**config.mk**
```make
export PLATFORM = sky130hd
export DESIGN_NAME = wbicape6
export DESIGN_NICKNAME = d
export VERILOG_FILES = /design/src/rtl/wbicape6.sv
export SDC_FILE = /design/constraint.sdc
export NUM_CORES = 1
export LEC_CHECK = 0
export ABC_AREA = 1
export BUFFER_PORTS_ARGS = -buffer_cell sky130_fd_sc_hd__buf_2
export CAP_MARGIN = 0
export CELL_PAD_IN_SITES_DETAIL_PLACEMENT = 1
export CELL_PAD_IN_SITES_GLOBAL_PLACEMENT = 2
export CORE_UTILIZATION = 30
export DETAILED_ROUTE_END_ITERATION = 10
export PLACE_DENSITY_LB_ADDON = 0.1
export SLEW_MARGIN = 20
export SYNTH_ARGS = -nofsm -noshare
export SYNTH_HDL_FRONTEND = slang
export SYNTH_HIERARCHICAL = 1
export SYNTH_SLANG_ARGS = --single-unit
```
**constraint.sdc**
```tcl
create_clock -name i_clk -period 4.2 [get_ports i_clk]
set_input_delay 0.63 -clock i_clk [delete_from_list [all_inputs] [get_ports i_clk]]
set_output_delay 0.63 -clock i_clk [all_outputs]
set_load 0.005 [all_outputs]
```
**src/rtl/wbicape6.sv**
```systemverilog
// wbicape6: Wishbone slave bridging single register accesses onto ICAP_SPARTAN6.
// Every access emits a full sync / type-1 header / data / desync packet sequence.

module wbicape6_brev8 #(
   parameter bit EN = 1'b1
) (
   input  logic [7:0] d,
   output logic [7:0] q
);
   always_comb begin
      q = d;
      if (EN)
         for (int i = 0; i < 8; i++) q[i] = d[7-i];
   end
endmodule

module wbicape6 #(
   parameter bit BIT_SWAP   = 1'b1,
   parameter int RD_TIMEOUT = 255
) (
   input  logic        i_clk,
   input  logic        i_rst,
   input  logic        i_wb_cyc,
   input  logic        i_wb_stb,
   input  logic        i_wb_we,
   input  logic [5:0]  i_wb_addr,
   input  logic [31:0] i_wb_data,
   output logic        o_wb_ack,
   output logic        o_wb_stall,
   output logic [31:0] o_wb_data,
   output logic        o_icap_ce_n,
   output logic        o_icap_we_n,
   output logic [15:0] o_icap_data,
   input  logic [15:0] i_icap_data,
   input  logic        i_icap_busy,
   output logic        o_err
);
   localparam int NB = 2;
   localparam int TW = (RD_TIMEOUT < 2) ? 1 : $clog2(RD_TIMEOUT);

   typedef enum logic [2:0] {
      S_IDLE, S_WRITE_SEQ, S_READ_SEQ, S_TURN_R, S_READ, S_TURN_W, S_DESYNC, S_ACK
   } state_t;

   state_t          state, state_d;
   logic [2:0]      cnt, cnt_d;
   logic [TW-1:0]   tmo, tmo_d;
   logic            we_q, we_d;
   logic [5:0]      addr_q, addr_d;
   logic [15:0]     data_q, data_d;
   logic            live, live_d;
   logic [15:0]     rd_q, rd_d;
   logic            err_d, ack_d, stall_d, ce_d, wen_d;
   logic [15:0]     word_d, hdr;
   logic            accept;
   logic [NB-1:0][7:0] word_sw, din_sw;
   logic            unused_hi;

   assign unused_hi = &{1'b0, i_wb_data[31:16]};
   assign accept    = i_wb_cyc & i_wb_stb & ~o_wb_stall;
   assign o_wb_data = {16'h0000, rd_q};

   // Byte-lane bit reversal, applied identically to the I and O buses.
   generate
      for (genvar b = 0; b < NB; b++) begin : g_lane
         wbicape6_brev8 #(.EN(BIT_SWAP)) u_tx (.d(word_d[8*b +: 8]),      .q(word_sw[b]));
         wbicape6_brev8 #(.EN(BIT_SWAP)) u_rx (.d(i_icap_data[8*b +: 8]), .q(din_sw[b]));
      end
   endgenerate

   always_comb begin
      state_d = state;
      cnt_d   = cnt;
      tmo_d   = tmo;
      we_d    = we_q;
      addr_d  = addr_q;
      data_d  = data_q;
      live_d  = live & i_wb_cyc;
      rd_d    = rd_q;
      err_d   = 1'b0;
      unique case (state)
         S_IDLE: if (accept) begin
            state_d = i_wb_we ? S_WRITE_SEQ : S_READ_SEQ;
            cnt_d   = 3'd0;
            we_d    = i_wb_we;
            addr_d  = i_wb_addr;
            data_d  = i_wb_data[15:0];
            live_d  = 1'b1;
         end
         S_WRITE_SEQ: if (cnt == 3'd7) begin
            state_d = S_DESYNC;
            cnt_d   = 3'd0;
         end else cnt_d = cnt + 3'd1;
         S_READ_SEQ: if (cnt == 3'd6) begin
            state_d = S_TURN_R;
            cnt_d   = 3'd0;
         end else cnt_d = cnt + 3'd1;
         S_TURN_R: if (cnt == 3'd1) begin
            state_d = S_READ;
            cnt_d   = 3'd0;
            tmo_d   = '0;
         end else cnt_d = cnt + 3'd1;
         S_READ: if (!i_icap_busy) begin
            rd_d    = din_sw;
            state_d = S_TURN_W;
            cnt_d   = 3'd0;
         end else if (tmo == TW'(RD_TIMEOUT - 1)) begin
            rd_d    = 16'h0000;
            err_d   = 1'b1;
            state_d = S_TURN_W;
            cnt_d   = 3'd0;
         end else tmo_d = tmo + TW'(1);
         S_TURN_W: if (cnt == 3'd1) begin
            state_d = S_DESYNC;
            cnt_d   = 3'd0;
         end else cnt_d = cnt + 3'd1;
         S_DESYNC: if (cnt == 3'd3) begin
            state_d = S_ACK;
            cnt_d   = 3'd0;
         end else cnt_d = cnt + 3'd1;
         S_ACK:   state_d = S_IDLE;
         default: state_d = S_IDLE;
      endcase
   end

   // Pin values are decoded from the next state so the ICAP sees registered outputs.
   always_comb begin
      ce_d    = 1'b1;
      wen_d   = 1'b0;
      word_d  = 16'hFFFF;
      hdr     = (we_d ? 16'h3001 : 16'h2801) | {5'd0, addr_d, 5'd0};
      ack_d   = (state_d == S_ACK) & live_d;
      stall_d = (state_d != S_IDLE);
      case (state_d)
         S_WRITE_SEQ, S_READ_SEQ: begin
            ce_d = 1'b0;
            case (cnt_d)
               3'd0:    word_d = 16'hFFFF;
               3'd1:    word_d = 16'hAA99;
               3'd2:    word_d = 16'h5566;
               3'd4:    word_d = hdr;
               3'd5:    word_d = we_d ? data_d : 16'h2000;
               default: word_d = 16'h2000;
            endcase
         end
         S_TURN_R: wen_d = (cnt_d == 3'd1);
         S_READ: begin
            ce_d  = 1'b0;
            wen_d = 1'b1;
         end
         S_TURN_W: wen_d = (cnt_d == 3'd0);
         S_DESYNC: begin
            ce_d = 1'b0;
            case (cnt_d)
               3'd0:    word_d = 16'h30A1;
               3'd1:    word_d = 16'h000D;
               default: word_d = 16'h2000;
            endcase
         end
         default: ;
      endcase
   end

   always_ff @(posedge i_clk) begin
      if (i_rst) begin
         state       <= S_IDLE;
         cnt         <= 3'd0;
         tmo         <= '0;
         we_q        <= 1'b0;
         addr_q      <= 6'd0;
         data_q      <= 16'h0000;
         live        <= 1'b0;
         rd_q        <= 16'h0000;
         o_wb_ack    <= 1'b0;
         o_wb_stall  <= 1'b0;
         o_icap_ce_n <= 1'b1;
         o_icap_we_n <= 1'b0;
         o_icap_data <= 16'hFFFF;
         o_err       <= 1'b0;
      end else begin
         state       <= state_d;
         cnt         <= cnt_d;
         tmo         <= tmo_d;
         we_q        <= we_d;
         addr_q      <= addr_d;
         data_q      <= data_d;
         live        <= live_d;
         rd_q        <= rd_d;
         o_wb_ack    <= ack_d;
         o_wb_stall  <= stall_d;
         o_icap_ce_n <= ce_d;
         o_icap_we_n <= wen_d;
         o_icap_data <= word_sw;
         o_err       <= err_d;
      end
   end
endmodule

```
==> results.toml, run 1 <==
[timing]
slew_violations = 0
slew_headroom = 0.531
worst_pin_slew_ns = 0.701
fin_crit_ns = 2.85
fin_ws_ns = 1.35
setup_viol = 0
tns_ns = 0
rsz0062_at_grt = "false"
final_hold_viol_count = 0
finalCritPeriodShare = 0.678
fin_skew_ns = 0.00552
fmax_mhz = 351

[placement]
gp_routability_congestion = 0.789
post-place-ws_ns = 1.08
place.detailed.hpwl_um = 8210
place_inst = 782
numPortBuffers = 80

[synth]
synth_seq_cells = 75
yosysWarnings = 6
yosys.area.top_type = "dfxtp_1"
yosysTopAreaCellShare = 0.370
synth.avg_cell_area_um2 = 7.08
netlist_area_mm2 = 0.00406
synth_cell_types = 33
netlist_instances = 573
ys_seq_area_frac = 0.370
synth_top_cells_by_area = "dfxtp_1 37%, nand2_1 12%, buf_4 9.6%"

[clock_tree]
cts_buffers = 9
max-clock-path-buffers = 2
clock_latency_ns = 0.34
cts_resized = 0
cts_tree = "built"
root_buffer = "clkbuf_16"
post-cts-setup-buffers = 0
clk_pin_slew_ns = 0.06
htreeDepth = 3
postCtsHoldBufs = 0
clock_sinks = 75

[pwr]
power.density_mw_per_mm2 = 422
p_leak_nw = 2.06
vdd_drop_max_mv = 0.236
total_power_mw = 1.93

[run]
maxCapViolations = 0

[final_layout]
final_common_cell = "nand2_1"
n_fill_cell = 1713
seq_area_mm2 = 0.00150
nNetsFinal = 685
syn_to_final_growth_pct = 13.0
antennaDiodeCount = 0
final_cells = 797
multi_input_area_mm2 = 0.00198
drive_above_1_share = 0.242
final_cell_mix = "134 x nand2_1, 80 x buf_2, 78 x nor2_1, 75 x dfxtp_1, 45 x nand3_1"

[routing]
viasPerCell = 4.47
drcViolationCount = 0
totalWireLength_um = 10800
wire_per_inst_um = 13.5
antenna_left = 0
drtIter0Drc = 89
num_vias = 3559
firstDrtPassIters = 4

[worst_setup_path]
cp.required_ns = 4.48
crit_fanout = 11
critPathArrivalTime_ns = 3.13
start_kind = "flip-flop"
end_kind = "flip-flop"
critPathKind = "reg -> reg"

[status]
status = "finished, final reports clean"

[die]
dieArea_mm2 = 0.0140
rows = 42
io_pins = 113
fp.dieW_um = 118
core_area_mm2 = 0.0132
start_util = 0.306
die_h_um = 118

[grt]
grtUsageTotal = 0.163
grt-ovfl-total = 0
grt_pass1_wl_um = 17800
grt_pass1_vias = 3650
grt_max_degree = 56
grt_antenna_before_repair = 1

[worst_hold_path]
min_path_type = "reg -> reg"
==> cells in the mapped netlist <==
master and n:
nand4_1 2, xor2_1 4, o211ai_1 1, nand3b_1 2, ha_1 8, buf_4 52, xnor2_1 2, clkinv_1 1
nor2_2 4, mux2i_1 14, nor3_1 5, dfxtp_1 75, clkbuf_1 11, nand2_1 134, a21oi_1 29, nand2_2 5
o21ai_2 1, nand3_1 45, o21ai_0 6, or2_2 24, buf_2 4, conb_1 1, nor3_2 1, inv_2 11
nor2_1 78, nor2_4 1, nand3_4 1, nor4_1 1, inv_1 36, nand2_4 1, o21a_1 8, nand3_2 3
o21ai_1 2
==> cell type report <==
cell class                      instances  share of cell area
Clock inverter                          2             0.00273
Tap cell                              176              0.0480
Inverter                               48              0.0393
Sequential cell                        75               0.327
Timing Repair Buffer                   85              0.0955
Clock buffer                           13              0.0546
Multi-Input combinational cell        398               0.433
==> through the flow <==
step / hold slack [ns] / util / cell area [µm²]
floorplan: 0.439 / - / 4110
global placement: 0.447 / 0.326 / 4320
detailed placement: 0.455 / 0.326 / 4320
CTS: 0.464 / 0.346 / 4580
global route: 0.492 / 0.346 / 4590
finish: 0.462 / 0.346 / 4590
==> cells by family (layout without fill, tap and decap cells) <==
group | count (synthesis) | count (layout) | synth area share
AND/OR/NAND/NOR | 307 | 307 | 0.337
buffers and inverters | 115 | 148 | 0.156
flip-flops | 75 | 75 | 0.370
AO/OA/AOI/OAI | 47 | 47 | 0.0644
XOR/XNOR | 6 | 6 | 0.0130
multiplexers | 14 | 14 | 0.0345
adder cells (fa/ha/maj) | 8 | 8 | 0.0247
other | 1 | 16 | 0.000924
==> worst max-delay path, stage by stage, from the launching register on <==
cell	delay (ns)
dfxtp_1	0.45
ha_1	0.25
ha_1	0.16
inv_1	0.05
nand3_1	0.09
o21ai_1	0.10
nand2_1	0.09
nand2_1	0.06
nor2_1	0.22
buf_4	0.22
nand2_1	0.07
nor2_1	0.55
nand2_1	0.10
nand2_1	0.15
nand2_1	0.08
nand2_1	0.06
or2_2	0.10
==> power by group <==
| group | switching (mW) | internal (mW) | leakage, nW |
|---|---|---|---|
| Combinational | 0.278 | 0.168 | 1.32 |
| Clock | 0.288 | 0.412 | 0.126 |
| Sequential | 0.0213 | 0.766 | 0.611 |
| Total | 0.587 | 1.35 | 2.06 |
==> routing by layer <==
layer  wire (µm)  GRT usage  vias up
li1            -          -     1822
met1        5280      0.202     1662
met2        4890      0.266       63
met3         454     0.0536       10
met4         123     0.0465        2
met5          13          0        -
==> final timing paths <==
path,to,slack [ns],start,cells after the start
setup / recovery,o_icap_data[1],1.35,cnt[0],16
hold / removal,rd_q[15],0.46,rd_q[15],2
setup reg to reg,o_icap_data[1],1.35,cnt[0],16
hold reg to reg,rd_q[15],0.46,rd_q[15],2
==> registers in the layout (all words and copies together) (netlist names) <==
signal	flops
tmo	8
rd_q	16
o_icap_ce_n	1
o_err	1
cnt	3
addr_q	6
live	1
o_icap_data	16
data_q	16
state	3
o_wb_stall	1
o_wb_ack	1
o_icap_we_n	1
we_q	1
Note: power is estimated with default switching activity, not from simulation.
==> run 2: changes to the inputs <==
--- a/config.mk
+++ b/config.mk
@@ -10,7 +10,7 @@
 export CAP_MARGIN = 0
 export CELL_PAD_IN_SITES_DETAIL_PLACEMENT = 1
 export CELL_PAD_IN_SITES_GLOBAL_PLACEMENT = 2
-export CORE_UTILIZATION = 30
+export CORE_UTILIZATION = 26
 export DETAILED_ROUTE_END_ITERATION = 10
 export PLACE_DENSITY_LB_ADDON = 0.1
 export SLEW_MARGIN = 20
==> constraint.sdc (replaced) <==
create_clock -name i_clk -period 2.5 [get_ports i_clk]
set_input_delay 0.375 -clock i_clk [delete_from_list [all_inputs] [get_ports i_clk]]
set_output_delay 0.375 -clock i_clk [all_outputs]
set_load 0.005 [all_outputs]
==> results.toml, run 2 (synthesized netlist as in run 1, its figures left out) <==
[placement]
place_inst = 806
gp_routability_congestion = 0.761
numPortBuffers = 80
placed_cell_area_mm2 = 0.00444
post-place-ws_ns = -0.0325
place.detailed.hpwl_um = 8580

[pwr]
power.density_mw_per_mm2 = 707
p_switching_mw = 1.07
switching_share = 0.314
p_leak_nw = 2.15
p_int_mw = 2.34
power_frac_seq = 0.388
vdd_drop_max_mv = 0.329
combPwrFrac = 0.242
p_clk_frac = 0.369

[worst_setup_path]
critPathArrivalTime_ns = 2.53
crit_fanout = 10
start_kind = "flip-flop"
cp.required_ns = 2.72
reg2reg_setup_slack_ns = 0.19
critPathKind = "reg -> reg"
end_kind = "flip-flop"

[die]
fp.dieW_um = 127
die_h_um = 127
io_pins = 113
core_area_mm2 = 0.0152
dieArea_mm2 = 0.0161
start_util = 0.267
rows = 45

[timing]
fin_crit_ns = 2.31
fin_skew_ns = 0.00993
fmax_mhz = 432
slew_violations = 0
final_hold_viol_count = 0
worst_pin_slew_ns = 0.535
slew_headroom = 0.643
setup_viol = 0
finalCritPeriodShare = 0.925
fin_ws_ns = 0.188
tns_ns = 0

[grt]
grt-ovfl-total = 0
grt_antenna_before_repair = 0
grtUsageTotal = 0.152
grt_pass1_wl_um = 18900
grt_pass1_vias = 3677
grt_max_degree = 45

[clock_tree]
clock_latency_ns = 0.34
max-clock-path-buffers = 2
clk_pin_slew_ns = 0.06
htreeDepth = 3
postCtsHoldBufs = 0
root_buffer = "clkbuf_16"
cts_buffers = 9
cts_tree = "built"
clock_sinks = 75

[final_layout]
multi_input_area_mm2 = 0.00203
final_cells = 826
n_fill_cell = 1901
nNetsFinal = 701
final_common_cell = "nand2_1"
reg.largest.list = "data_q x16, o_icap_data x16, rd_q x16"
antennaDiodeCount = 0
seq_area_mm2 = 0.00151
drive_above_1_share = 0.287
final_cell_mix = "131 x nand2_1, 80 x buf_2, 74 x nor2_1, 71 x dfxtp_1, 44 x nand3_1"
syn_to_final_growth_pct = 18.9
post-route-cell-area_mm2 = 0.00482

[routing]
num_vias = 3607
drtIter0Drc = 124
wire_per_inst_um = 13.9
firstDrtPassIters = 4
viasPerCell = 4.37
antenna_left = 0
drcViolationCount = 0
totalWireLength_um = 11400

[worst_hold_path]
min_path_type = "in -> reg"

[run]
maxCapViolations = 0

[status]
status = "finished, final reports clean"
## run 2: layout make-up
class / instances / area share
clock inverters: 5 / 0.00778
repair buffers: 101 / 0.120
inverters: 48 / 0.0379
flip-flops and latches: 75 / 0.312
well taps: 188 / 0.0488
clock buffers: 11 / 0.0524
multi-input cells: 398 / 0.421
## run 2: power groups by stage
stage          registers [mW]  clock network, mW  logic [mW]
4_1_cts                  1.32               1.31       0.819
3_5_place_dp             1.35                  0       0.811
3_3_place_gp             1.35                  0       0.805
5_1_grt                  1.33               1.38       0.940
6_report                 1.32               1.26       0.825
2_1_floorplan            1.35                  0       0.670
## run 2: critical path, cell delays in order (launching register included)
cell and delay (ns):
dfxtp_1 0.39, inv_1 0.09, ha_1 0.22, nand2_2 0.12
nand2_1 0.10, nand3_1 0.14, nor2_1 0.09, nor2_1 0.09
nor2_1 0.07, buf_4 0.17, nand3_1 0.10, nand2_1 0.06
inv_1 0.06, nand2_1 0.07, nand2_1 0.10, nand2_1 0.06
or2_2 0.26
## run 2: routing by layer
layer / GRT usage / routed length, µm
met5: 0 / 0
met4: 0.0483 / 125
met3: 0.0380 / 351
met2: 0.245 / 5380
met1: 0.198 / 5590
## run 2: final timing paths
kind                                    start             end  cells past startpoint
worst max-delay path                   cnt[1]  o_icap_data[2]                     16
worst min-delay path            i_wb_data[10]      data_q[10]                      3
worst max register to register         cnt[1]  o_icap_data[2]                     16
worst min register to register        rd_q[4]         rd_q[4]                      2
## run 2: per-stage QoR
step,total power [mW],hold WS [ns],util
after floorplan,2.02,0.439,-
after global placement,2.15,0.446,0.292
after detailed placement,2.16,0.455,0.292
after CTS,3.46,0.286,0.311
after global routing,3.65,0.292,0.317
final,3.41,0.297,0.317
## run 2: timing repair
| item | CTS | global route |
|---|---|---|
| buffers inserted | 0 | 4 |
| pin swaps | 0 | 1 |
| resized for setup | 1 | 22 |
| endpoints found under the setup margin | 9 | 16 |
| hold endpoints to repair | 0 | 0 |
==> run 3: changes to the inputs <==
--- a/config.mk
+++ b/config.mk
@@ -5,12 +5,12 @@
 export SDC_FILE = /design/constraint.sdc
 export NUM_CORES = 1
 export LEC_CHECK = 0
-export ABC_AREA = 1
 export BUFFER_PORTS_ARGS = -buffer_cell sky130_fd_sc_hd__buf_2
 export CAP_MARGIN = 0
 export CELL_PAD_IN_SITES_DETAIL_PLACEMENT = 1
 export CELL_PAD_IN_SITES_GLOBAL_PLACEMENT = 2
-export CORE_UTILIZATION = 26
+export CORE_UTILIZATION = 28
+export CTS_BUF_LIST = sky130_fd_sc_hd__clkbuf_8
 export DETAILED_ROUTE_END_ITERATION = 10
 export PLACE_DENSITY_LB_ADDON = 0.1
 export SLEW_MARGIN = 20
==> results.toml, run 3 <==
[clock_tree]
clk_pin_slew_ns = 0.09
clock_latency_ns = 0.38
cts_tree = "built"
clock_sinks = 75
max-clock-path-buffers = 2
root_buffer = "clkbuf_8"
cts_buffers = 9
htreeDepth = 3

[pwr]
p_leak_nw = 2.24
switching_share = 0.310
p_switching_uw = 959
p_int_mw = 2.13
combPwrFrac = 0.266
p_clk_frac = 0.316
vdd_drop_max_mv = 0.244
power_frac_seq = 0.418
power.density_mw_per_mm2 = 594

[timing]
fin_crit_ns = 2.57
worst_pin_slew_ns = 0.525
rsz0062_at_grt = "true"
fmax_mhz = 389
fin_skew_ns = 0.0103
slew_violations = 0
hold_ws_ns = 0.235
fin_ws_ns = -0.0685
setup_viol = 8
slew_headroom = 0.648
final_hold_viol_count = 0
finalCritPeriodShare = 1.03

[run]
maxCapViolations = 0

[worst_setup_path]
cp.required_ns = 2.82
start_kind = "flip-flop"
reg2reg_setup_slack_ns = -0.07
max_stage_delay_ns = 0.45
crit_fanout = 4
r2r_cells = 11
path_cells = "inv_4, ha_4, and3b_1, a2111o_1, buf_6, a32o_2, a211oi_4, buf_4, nand3b_1, a31oi_1, or2_2"
cp_slowest_cell = "a2111o_1"
critPathKind = "reg -> reg"
end_kind = "flip-flop"
critPathArrivalTime_ns = 2.89
r2r_start = "cnt[0]"
r2r-end = "o_icap_data[1]"

[routing]
wire_per_inst_um = 15.3
drtIter0Drc = 109
viasPerCell = 4.62
firstDrtPassIters = 4
antenna_left = 0
totalWireLength_um = 11200
num_vias = 3383
drcViolationCount = 0

[placement]
numPortBuffers = 80
gp_routability_congestion = 0.801
post-place-ws_ns = -0.197
place.detailed.hpwl_um = 8640

[synth]
ys_seq_area_frac = 0.389
synth.top_cells.by_count = "75 x dfxtp_1, 57 x nor2_1, 48 x buf_4, 20 x nand2_1, 19 x mux2i_1"
synth_edf_count = 0
yosys.area.top_type = "dfxtp_1"
synth_top_cells_by_area = "dfxtp_1 39%, buf_4 9.3%, nor2_1 5.5%"
synth_seq_cells = 75
netlist_area_mm2 = 0.00386
yosysMostFrequentCell = "dfxtp_1"
synth.avg_cell_area_um2 = 8.94
yosysTopAreaCellShare = 0.389
yosysWarnings = 6
ys_async_sr_fraction = 0
netlist_instances = 432
synth_cell_types = 68
ys.flop_type = "dfxtp_1"

[worst_hold_path]
holdCritStartpoint = "i_icap_data[5]"
whs_endpoint = "rd_q[2]"
min_path_type = "in -> reg"
holdPathStages = 3

[final_layout]
multi_input_area_mm2 = 0.00220
final_cell_mix = "81 x buf_2, 74 x buf_4, 72 x dfxtp_1, 54 x nor2_1, 20 x nand2_1"
syn_to_final_growth_pct = 34.7
n_fill_cell = 1592
nNetsFinal = 620
reg.largest.list = "data_q x16, o_icap_data x16, rd_q x16"
final_common_cell = "buf_2"
seq_area_mm2 = 0.00151
antennaDiodeCount = 0
drive_above_1_share = 0.443

[grt]
grt_pass1_vias = 3495
grt_pass1_wl_um = 18200
grt-ovfl-total = 0
grtUsageTotal = 0.167
grt_antenna_before_repair = 0
grt_max_degree = 32

[die]
dieArea_mm2 = 0.0143
fp.dieW_um = 119
io_pins = 113
die_h_um = 119
core_area_mm2 = 0.0133
start_util = 0.289
rows = 42

[status]
failed_checks = "setup timing"
status = "complete, but fails checks"
==> run 3: changes by cell type in the layout (fill, tap and decap cells not counted), moves of 20 or more <==
cell     previous run  this run
nand2_1           131        20
buf_4              18        74
nand3_1            44        10
inv_1              36         6
a21oi_1            29         9
nor2_1             74        54
==> run 3: kinds of logic after synthesis <==
logic type,count (synthesis),share of synthesized area
other,1,0.000972
AND/OR/NAND/NOR,153,0.206
XOR/XNOR,7,0.0159
multiplexers,23,0.0639
adder cells (fa/ha/maj),8,0.0259
buffers and inverters,75,0.124
flip-flops,75,0.389
AO/OA/AOI/OAI,90,0.175
==> run 3: how the worst max path moves through the flow <==
stage,from,end,slack [ns],depth (start not counted)
after CTS,cnt[0],o_icap_data[1],-0.06,11
final,cnt[0],o_icap_data[1],-0.07,11
after global placement,cnt[0],o_icap_data[5],-0.13,10
after global routing,cnt[0],o_icap_data[11],-0.19,11
after detailed placement,cnt[0],o_icap_data[4],-0.20,10
after floorplan,cnt[0],o_icap_data[4],-0.01,10
==> run 3: layer usage <==
layer / wire [µm] / track usage / up-vias / part of all wire
met2: 4740 / 0.244 / 72 / 0.42
met1: 5840 / 0.234 / 1600 / 0.52
met3: 419 / 0.0378 / 11 / 0.037
met5: 0 / 0 / - / 0
met4: 195 / 0.0680 / 0 / 0.017
li1: - / - / 1700 / -
==> run 3: what timing repair did <==
action | in CTS | in global routing
buffers inserted | 8 | 2
hold buffers | 0 | 0
gates resized for setup | 30 | 13
cloned | 1 | 0
pin swaps | 19 | 6
endpoints found under the setup margin | 17 | 16
==> run 3: cell type report <==
class / count / share of cell area
Tap cell: 176 / 0.0423
Clock buffer: 9 / 0.0238
Multi-Input combinational cell: 297 / 0.424
Inverter: 8 / 0.00625
Clock inverter: 7 / 0.0147
Sequential cell: 75 / 0.290
Timing Repair Buffer: 161 / 0.199
==> run 3: stage by stage <==
stage | power, mW | instance area (µm²) | instances | utilization | setup TNS [ns]
5_1_grt | 3.27 | 5200 | 733 | 0.390 | -2.36
3_3_place_gp | 2.03 | 4720 | 706 | 0.354 | -1.05
2_1_floorplan | 1.84 | 4010 | 447 | - | -0.0232
6_report | 3.09 | 5200 | 733 | 0.390 | -0.346
4_1_cts | 3.12 | 5120 | 731 | 0.384 | -0.255
3_5_place_dp | 2.04 | 4720 | 706 | 0.354 | -1.87
==> run 3: power groups by stage <==
stage	logic, mW	registers (mW)	clock network [mW]
global route	0.902	1.30	1.07
floorplan	0.518	1.32	0
finish	0.820	1.29	0.977
global placement	0.713	1.31	0
CTS	0.799	1.29	1.03
detailed placement	0.718	1.32	0
==> run 3: critical path, delay by kind of cell, from the launching register on <==
kind,cells,cell delay (ns)
compound gates,4,1.19
flops,1,0.39
simple gates,3,0.39
buf+inv,3,0.38
fa+ha+maj,1,0.15
